==> config.mk <==
export PLATFORM = sky130hd
export DESIGN_NAME = aftab_immencoder
export DESIGN_NICKNAME = d
export VERILOG_FILES = /design/src/rtl/aftab_immencoder.sv
export SDC_FILE = /design/constraint.sdc
export NUM_CORES = 1
export LEC_CHECK = 0
export CELL_PAD_IN_SITES_DETAIL_PLACEMENT = 0
export CELL_PAD_IN_SITES_GLOBAL_PLACEMENT = 1
export CORE_ASPECT_RATIO = 2
export CORE_UTILIZATION = 30
export CTS_CLUSTER_DIAMETER = 100
export CTS_CLUSTER_SIZE = 30
export DETAILED_ROUTE_END_ITERATION = 12
export DONT_BUFFER_PORTS = 1
export GPL_TIMING_DRIVEN = 0
export PLACE_DENSITY = 0.57
export SLEW_MARGIN = 20
export SYNTH_ARGS = -nofsm -noshare
export SYNTH_HDL_FRONTEND = slang
export SYNTH_SLANG_ARGS = --single-unit
==> constraint.sdc <==
create_clock -name clk -period 3.95 [get_ports clk]
set_input_delay 0.79 -clock clk [delete_from_list [all_inputs] [get_ports clk]]
set_output_delay 0.79 -clock clk [all_outputs]
set_load 0.005 [all_outputs]
==> src/rtl/aftab_immencoder.sv <==
// Debugger instruction builder: scatters an immediate into RISC-V I/S/B/U/J fields, or expands LI into ADDI / LUI+ADDI.
// Latency: one cycle from request acceptance to the first valid word; an unencodable immediate gives a one-cycle immError pulse instead.
// Backpressure: reqReady is high only when idle; each word is held stable until instReady takes it.
module aftab_immencoder #(
  parameter int size = 32
) (
  input  logic            clk,
  input  logic            rst,
  input  logic            reqValid,
  output logic            reqReady,
  input  logic [2:0]      fmt,
  input  logic [6:0]      opcode,
  input  logic [2:0]      funct3,
  input  logic [6:0]      funct7,
  input  logic [4:0]      rd,
  input  logic [4:0]      rs1,
  input  logic [4:0]      rs2,
  input  logic [size-1:0] imm,
  output logic            instValid,
  input  logic            instReady,
  output logic [size-1:0] inst,
  output logic            instLast,
  output logic            immError
);

  localparam logic [2:0] FMT_I  = 3'd0;
  localparam logic [2:0] FMT_S  = 3'd1;
  localparam logic [2:0] FMT_B  = 3'd2;
  localparam logic [2:0] FMT_U  = 3'd3;
  localparam logic [2:0] FMT_J  = 3'd4;
  localparam logic [2:0] FMT_LI = 3'd5;

  localparam logic [6:0] OPC_OPIMM = 7'b0010011;
  localparam logic [6:0] OPC_LUI   = 7'b0110111;

  typedef enum logic [1:0] {IDLE, EMIT1, EMIT2} stateT;

  stateT       state;
  logic        legal;
  logic        twoWord;
  logic        twoWordQ;
  logic        fits12;
  logic        fitsB;
  logic        fitsJ;
  logic [19:0] liHi;
  logic [31:0] word1;
  logic [31:0] word2;
  logic [31:0] word2Q;
  logic        xfer;

  // funct7 is a reserved input that no supported format places in the word.
  logic unusedFunct7;
  assign unusedFunct7 = ^funct7;

  assign reqReady = (state == IDLE);
  assign xfer     = instValid & instReady;

  // Range checks and word assembly for the request currently on the inputs.
  always_comb begin
    fits12  = (imm[31:11] == '0) || (&imm[31:11]);
    fitsB   = (imm[31:12] == '0) || (&imm[31:12]);
    fitsJ   = (imm[31:20] == '0) || (&imm[31:20]);
    // ADDI sign-extends its 12 bits, so round the upper part up when imm[11] is set.
    liHi    = imm[31:12] + {19'd0, imm[11]};
    legal   = 1'b0;
    twoWord = 1'b0;
    word1   = '0;
    word2   = '0;
    case (fmt)
      FMT_I: begin
        legal = fits12;
        word1 = {imm[11:0], rs1, funct3, rd, opcode};
      end
      FMT_S: begin
        legal = fits12;
        word1 = {imm[11:5], rs2, rs1, funct3, imm[4:0], opcode};
      end
      FMT_B: begin
        legal = fitsB & ~imm[0];
        word1 = {imm[12], imm[10:5], rs2, rs1, funct3, imm[4:1], imm[11], opcode};
      end
      FMT_U: begin
        legal = (imm[11:0] == '0);
        word1 = {imm[31:12], rd, opcode};
      end
      FMT_J: begin
        legal = fitsJ & ~imm[0];
        word1 = {imm[20], imm[10:1], imm[11], imm[19:12], rd, opcode};
      end
      FMT_LI: begin
        legal = 1'b1;
        if (fits12) begin
          word1 = {imm[11:0], 5'd0, 3'b000, rd, OPC_OPIMM};
        end else begin
          twoWord = 1'b1;
          word1   = {liHi, rd, OPC_LUI};
          word2   = {imm[11:0], rd, 3'b000, rd, OPC_OPIMM};
        end
      end
      default: legal = 1'b0;
    endcase
  end

  // Request/emit sequencer with registered outputs.
  always_ff @(posedge clk or negedge rst) begin
    if (!rst) begin
      state     <= IDLE;
      instValid <= 1'b0;
      inst      <= '0;
      instLast  <= 1'b0;
      immError  <= 1'b0;
      word2Q    <= '0;
      twoWordQ  <= 1'b0;
    end else begin
      immError <= 1'b0;
      case (state)
        IDLE: begin
          if (reqValid) begin
            if (legal) begin
              state     <= EMIT1;
              instValid <= 1'b1;
              inst      <= word1;
              instLast  <= ~twoWord;
              word2Q    <= word2;
              twoWordQ  <= twoWord;
            end else begin
              immError <= 1'b1;
            end
          end
        end
        EMIT1: begin
          if (xfer) begin
            if (twoWordQ) begin
              state    <= EMIT2;
              inst     <= word2Q;
              instLast <= 1'b1;
            end else begin
              state     <= IDLE;
              instValid <= 1'b0;
              instLast  <= 1'b0;
            end
          end
        end
        EMIT2: begin
          if (xfer) begin
            state     <= IDLE;
            instValid <= 1'b0;
            instLast  <= 1'b0;
          end
        end
        default: begin
          state     <= IDLE;
          instValid <= 1'b0;
        end
      endcase
    end
  end

endmodule

# After elaboration in Yosys (flattened, before gate mapping)
# Cells that the tools add are included.
# W data, S select, Z words.
word_totals:
  ff_bits: 70
  inputBits: 71
  elab_cells: 78
  out_inout_bits: 36
classes:
  eq_ne: 13
  n_bitwise: 5
  n_reduce_logical: 20
  add_sub_neg: 1
  muxes: 32
op_table:
  columns: ["op", "n"]
  rows:
  - ["$mux W32", 7]
  - ["$pmux W32 S6", 1]
  - ["$pmux W32 S2", 1]
  - ["$logic_not A12 Y1", 2]
  - ["$logic_not A21 Y1", 1]
  - ["$reduce_and A21 Y1", 1]
  - ["$add A20 B1 Y20", 1]
  - ["$logic_not A20 Y1", 1]
  - ["$reduce_and A20 Y1", 1]
  - ["$reduce_and A5 Y1", 3]
  - ["$mux W1", 14]
  - ["$reduce_and A12 Y1", 1]
  - ["$mux W2", 5]
  - ["$ne A2 B2 Y1 const B", 5]
  - ["$eq A3 B2 Y1 const B", 2]
  - ["$eq A3 B3 Y1 const B", 2]
  - ["$pmux W1 S3", 2]
  - ["$pmux W2 S3", 1]
  - ["$pmux W1 S5", 1]
  - ["$reduce_and A4 Y1", 1]
  - ["$and A1 B1 Y1", 3]
  - ["$eq A3 B1 Y1 const B", 1]
  - ["$logic_not A3 Y1", 1]
  - ["$logic_or A1 B1 Y1", 3]
  - ["9 further kinds", 10]

# Depth between registers and ports, before layout
# Gate-level depths: netlist of the first run.
logic_depth:
  depth_word: 8
  ltp_mapped: 11
  depth_no_buf: 9

# Worst setup path before layout of the first run
# No wires, ideal clock.
synth_timing:
  path_kind: "in2reg"
  from: "in fmt[1]"
  to: "reg inst[22]"
  stages: 9
  setup_time_ns: 0.127
  slack_ns: 1.213
  required_time_ns: 3.823
  n_path_buf: 3
  t_arrival_ns: 2.609
  cell_sequence: "buf_2 xor2_1 and4_1 and3_1 or3_1 o31ai_2 buf_4 buf_6 mux2_1"
synth_between:
  elab_chain_len: 5
  elab_cells_between_ends: 14
  classes_between: "eq/ne (6); mux (5); reduce/logical (3)"
synth_rtl:
  columns: ["item", "line", "source"]
  rows:
  - ["start, declared", "11", "input logic [2:0] fmt,"]
  - ["$eq A3 B1 Y1, or another cell as far along", "69", "case (fmt)"]
  - ["$reduce_or A2 Y1 (no line) or $pmux W32 S6 (tied branches)", null, null]
  - ["$pmux W1 S5 or $mux W32 (tied branches)", "69, 119", null]
  - ["$ne A2 B1 Y1 (no line) or $mux W32 (tied branches)", null, null]
  - ["$reduce_and A5 Y1 (no line) or $pmux W32 S2 (tied branches)", null, null]
  - ["end signal, assigned", "122", "inst <= word1;"]
  - ["end signal, assigned", "135", "inst <= word2Q;"]
  - ["end, declared", "21", "output logic [size-1:0] inst,"]
# Several ways; a longest one is shown, not always the timed one. The select of a mux whose other input is x is not followed.
# A chain may end at the register's enable or synchronous reset.

# Final worst setup path of the first run
layout_timing:
  from: "in imm[22]"
  to: "reg inst[12]"
layout_between:
  elab_chain_len: 7
  elab_cells_between_ends: 19
  classes_between: "eq/ne (1); mux (6); bitwise (2); reduce/logical (10)"
layout_rtl:
  columns: ["item", "line", "source"]
  rows:
  - ["start, declared", "18", "input logic [size-1:0] imm,"]
  - ["$logic_not A21 Y1 or $reduce_and A21 Y1 (tied branches)", "60", "fits12 = (imm[31:11] == '0) || (&imm[31:11]);"]
  - ["$logic_or A1 B1 Y1", "60", null]
  - ["$mux W32", "92", "if (fits12) begin"]
  - ["$pmux W32 S6", "69", null]
  - ["$mux W32", "119", "if (legal) begin"]
  - ["$mux W32", "118", "if (reqValid) begin"]
  - ["$pmux W32 S2", "116", "case (state)"]
# Several ways; a longest one is shown, not always the timed one. The select of a mux whose other input is x is not followed.

==> metrics.log, run 1 <==
INFO  metric run_status = finished clean
INFO  metric ctsRootBufferMaster = clkbuf_16
INFO  metric via_count_of_the_first_global_routing_pass = between 3000 and 4000
INFO  metric synthesis.area = approximately 4000 um^2
INFO  metric yosysWarningCount = 0
INFO  metric net_count_synth = 556
INFO  metric gp_congestion = between 0.9 and 1
INFO  metric final_report_max_slew_violation_count = 0
INFO  metric synthAdderAreaFrac = roughly 2.2%
INFO  metric gr-total-overflow = 0
INFO  metric placed_area = ~4000 um^2
INFO  metric synth_seq_area_share = a little over a third
INFO  metric core_region_area = between 10000 and 15000 um^2
INFO  metric grt_usage = between 20% and 30%
INFO  metric synth.top_cell.area_share = 35.1%
INFO  metric n_antenna_cell = 0
INFO  metric clkSinkCount = 55
INFO  metric synth_flop_cell = dfrtp_1
INFO  metric synth-async-reset-ratio = between 90% and 100%
INFO  metric die-area = ~14000 um^2
INFO  metric yosys-mux-area-fraction = 6.69%
INFO  metric pin_count_of_the_biggest_net_entering_global_routing = 56
INFO  metric relSlewSlack = a little over a quarter
INFO  metric floorplan.initialDensity = 30.9%
INFO  metric post_synth_and_or_nand_nor_area_fraction = about 22%
INFO  metric power.density_cell_area = around 280 nW/um^2
INFO  metric post_synth_inst_count = approximately 480
INFO  metric antenna_found_initial = 0
INFO  metric grt_first_pass_wirelength = between 20 and 25 mm
INFO  metric fmax = around 310 MHz
INFO  metric synth.lib_cells_used.distinct = between 60 and 70
INFO  metric via_count = around 3800
INFO  metric final_hold_viol_count = 0
INFO  metric fp-row-count = slightly below 60
INFO  metric grt_setup_unrepaired = false
INFO  metric setup_violations = 0
INFO  metric worst_path_top_cell_family_by_delay = compound AO/OA/AOI/OAI gates
INFO  metric timing.clock.skew = roughly 0.008 ns
INFO  metric power_leakage = between 0.0015 and 0.002 uW
INFO  metric tightestPinTransition = between 1 and 1.5 ns
INFO  metric cap_viol_max_count = 0
INFO  metric synth_xor_area_share = between 2 and 3%
INFO  metric drive_above_1_share = about a tenth
INFO  metric dp_wirelength = between 10 and 15 mm
INFO  metric vdd_ir_drop_max = approximately 0.00026 V
INFO  metric synth_top_cells_by_area = dfrtp_1, nand2_1, o21ai_0
INFO  metric library_cell_occupying_the_most_area_in_the_post_synthesis_netlist = dfrtp_1
INFO  metric ys_ff_latch = 55
INFO  metric timing.critical_path.buf_inv = 2
INFO  metric ios = 107
INFO  metric ordered_cell_list_for_the_critical_path = buf_2 > nor4_1 > nand3_1 > o21ai_1 > nor2_1 > clkbuf_1 > a21oi_1 > o31ai_1
INFO  metric post_dr_wirelength_cell = ~24 um
INFO  metric horizontal_die_dimension = between 80 and 90 um
INFO  metric setup_total_negative_slack = 0 ns
INFO  metric commonest_non_fill_non_tap_cells_in_the_layout = nand2_1, dfrtp_1, o21ai_0
INFO  metric setup.worst_path.class = in2reg
INFO  metric number_of_enable_type_register_cells_in_the_synthesized_netlist = 0
INFO  metric cp_slowest_stage_delay = approximately 0.7 ns
INFO  metric drc_errors = 0
INFO  metric drt-vias-per-instance = between 5 and 6
INFO  metric cp_max_fo = 10
INFO  metric timing.critical_path.required = 4.11 ns
INFO  metric timing.critical_path.from_type = primary input
INFO  metric routed_wirelength = 15.6 mm
INFO  metric synth_top_family_by_area = compound AO/OA/AOI/OAI gates
INFO  metric firstDrtPassIters = 4
INFO  metric number_of_nets_with_antenna_violations_after_detailed_routing = 0
INFO  metric cts_tree = built
INFO  metric cts.repair.resized = 0
INFO  metric synth_compound_area_share = 27.0%
INFO  metric path_clk_slew = roughly 0.070 ns
INFO  metric cts_buffers = 5
INFO  metric floorplan.die.height = roughly 160 um
INFO  metric finish.net_count = 563
INFO  metric hold_buffers = 0
INFO  metric end_kind = register
INFO  metric drt_iter0_drc = approximately 220
INFO  metric htreeDepth = 2
INFO  metric max-clock-path-buffers = 2
INFO  metric worst-endpoint-arrival = 3.36 ns
INFO  metric total_power = approximately 1200 uW
INFO  metric final_area = 4270 um^2
INFO  metric portBuffers = 0
INFO  metric period_share = about four fifths
INFO  metric cts_setup_buffers = 0
INFO  metric postSynthAreaPerCell = 8.21 um^2
INFO  metric slowest_stage = o21ai_1
INFO  metric layout_min_cycle_time = approximately 3.2 ns
INFO  metric layout_commonest_cell = nand2_1
INFO  metric clock_latency_of_the_later_clocked_register_in_the_worst_skew_pair = between 0.2 and 0.3 ns
INFO  metric synthToLayoutAreaGrowth = 8.86%
INFO  metric worst_hold_path_type = in2async
-- through the flow --
| stage | util (%) | setup WS (ns) | hold WS, ns | cells |
|---|---|---|---|---|
| floorplan | - | 1.21 | 0.450 | 478 |
| global placement | 32.4 | 0.544 | 0.468 | 628 |
| detailed placement | 32.4 | 0.580 | 0.472 | 628 |
| CTS | 33.7 | 0.877 | 0.177 | 636 |
| global route | 33.7 | 0.691 | 0.170 | 636 |
| finish | 33.7 | 0.746 | 0.182 | 636 |
-- sequential cells by signal (all words and copies together) (netlist names) --
register,cells
state,2
immError,1
instValid,1
instLast,1
inst,32
word2Q,18
-- cells in the mapped netlist (3+ instances only) --
cell type  number
and3_1          4
mux2_2         11
nor2b_1         6
buf_2          10
inv_1           9
mux2_1          7
ha_1            7
buf_1           3
xor2_1          8
nand3_1        12
xnor2_1         4
a21o_1          4
dfrtp_1        55
a31oi_1        10
nor3_1          5
clkbuf_1       17
nor2_1         26
nand2_1        90
o31ai_1        11
nand4_1         5
a211oi_1        4
a21oi_1        27
nor4_1          6
o21ai_0        47
a22oi_1        17
mux2i_1         6
o21ai_1        16
-- final timing paths --
| check | end | slack, ns | depth (start not counted) | start |
|---|---|---|---|---|
| setup / recovery | inst[12] | 0.75 | 8 | imm[22] |
| hold / removal | inst[17] | 0.18 | 0 | rst |
| setup reg to reg | inst[22] | 1.21 | 10 | state[1] |
| hold reg to reg | word2Q[30] | 0.49 | 2 | word2Q[30] |
| max in group asynchronous | inst[4] | 3.65 | 0 | rst |
| min in group clk | word2Q[30] | 0.49 | 2 | word2Q[30] |
-- area by class of cell --
type                    count  area (um^2)
plain buffers              32          144
clock buffers               7          153
clock inverters             1         7.51
fillers                  1382         8430
inverters                   9         33.8
multi-input cells         382         2370
flip-flops and latches     55         1380
well taps                 150          188
-- where the power goes --
group,switching [uW],leakage (uW),internal [uW]
clock,204,0.0000761,270
sequential,4.14,0.000759,568
combinational,99.1,0.000921,62.6
total,307,0.00176,900
-- cells by family after synthesis --
family / count (synthesis)
muxes: 24
DFF: 55
xor gates and xnor gates: 12
AOI/OAI and AO/OA: 164
adders and majority gates: 7
and+or+nand+nor: 175
buffers and inverters: 41
-- routing by layer --
layer	vias to the layer above	track usage, %	share of wire (%)
li1	1757	-	-
met1	1855	24.5	36
met2	126	44.9	56
met3	29	3.17	4.5
met4	0	11.8	3.9
met5	-	0	0
(Power assumes the default switching activity.)
==> run 2: changes to the inputs <==
==> constraint.sdc (replaced) <==
create_clock -name clk -period 3.2 [get_ports clk]
set_input_delay 0.64 -clock clk [delete_from_list [all_inputs] [get_ports clk]]
set_output_delay 0.64 -clock clk [all_outputs]
set_load 0.005 [all_outputs]
==> results of run 2 <==
The final DEF is identical to that of run 1. Status: finished clean.
Main changes from that run: setup slack after placement 0.580 ns -> -0.0201 ns; setup slack after layout 0.746 ns -> 0.146 ns; hold slack 0.182 ns -> 0.0318 ns; register-to-register setup slack 1.21 ns -> 0.46 ns; total power 1210 uW -> 1490 uW; worst IR drop on VDD 0.000257 V -> 0.000318 V
==> run 3: changes to the inputs <==
==> constraint.sdc (replaced) <==
create_clock -name clk -period 3.9 [get_ports clk]
set_input_delay 0.78 -clock clk [delete_from_list [all_inputs] [get_ports clk]]
set_output_delay 0.78 -clock clk [all_outputs]
set_load 0.005 [all_outputs]
==> results of run 3 <==
The final DEF is identical to that of run 1. Status: finished clean.
Main changes from that run: setup slack after placement 0.580 ns -> 0.540 ns; setup slack after layout 0.746 ns -> 0.706 ns; hold slack 0.182 ns -> 0.172 ns; register-to-register setup slack 1.21 ns -> 1.16 ns; total power 1210 uW -> 1220 uW; worst IR drop on VDD 0.000257 V -> 0.000261 V
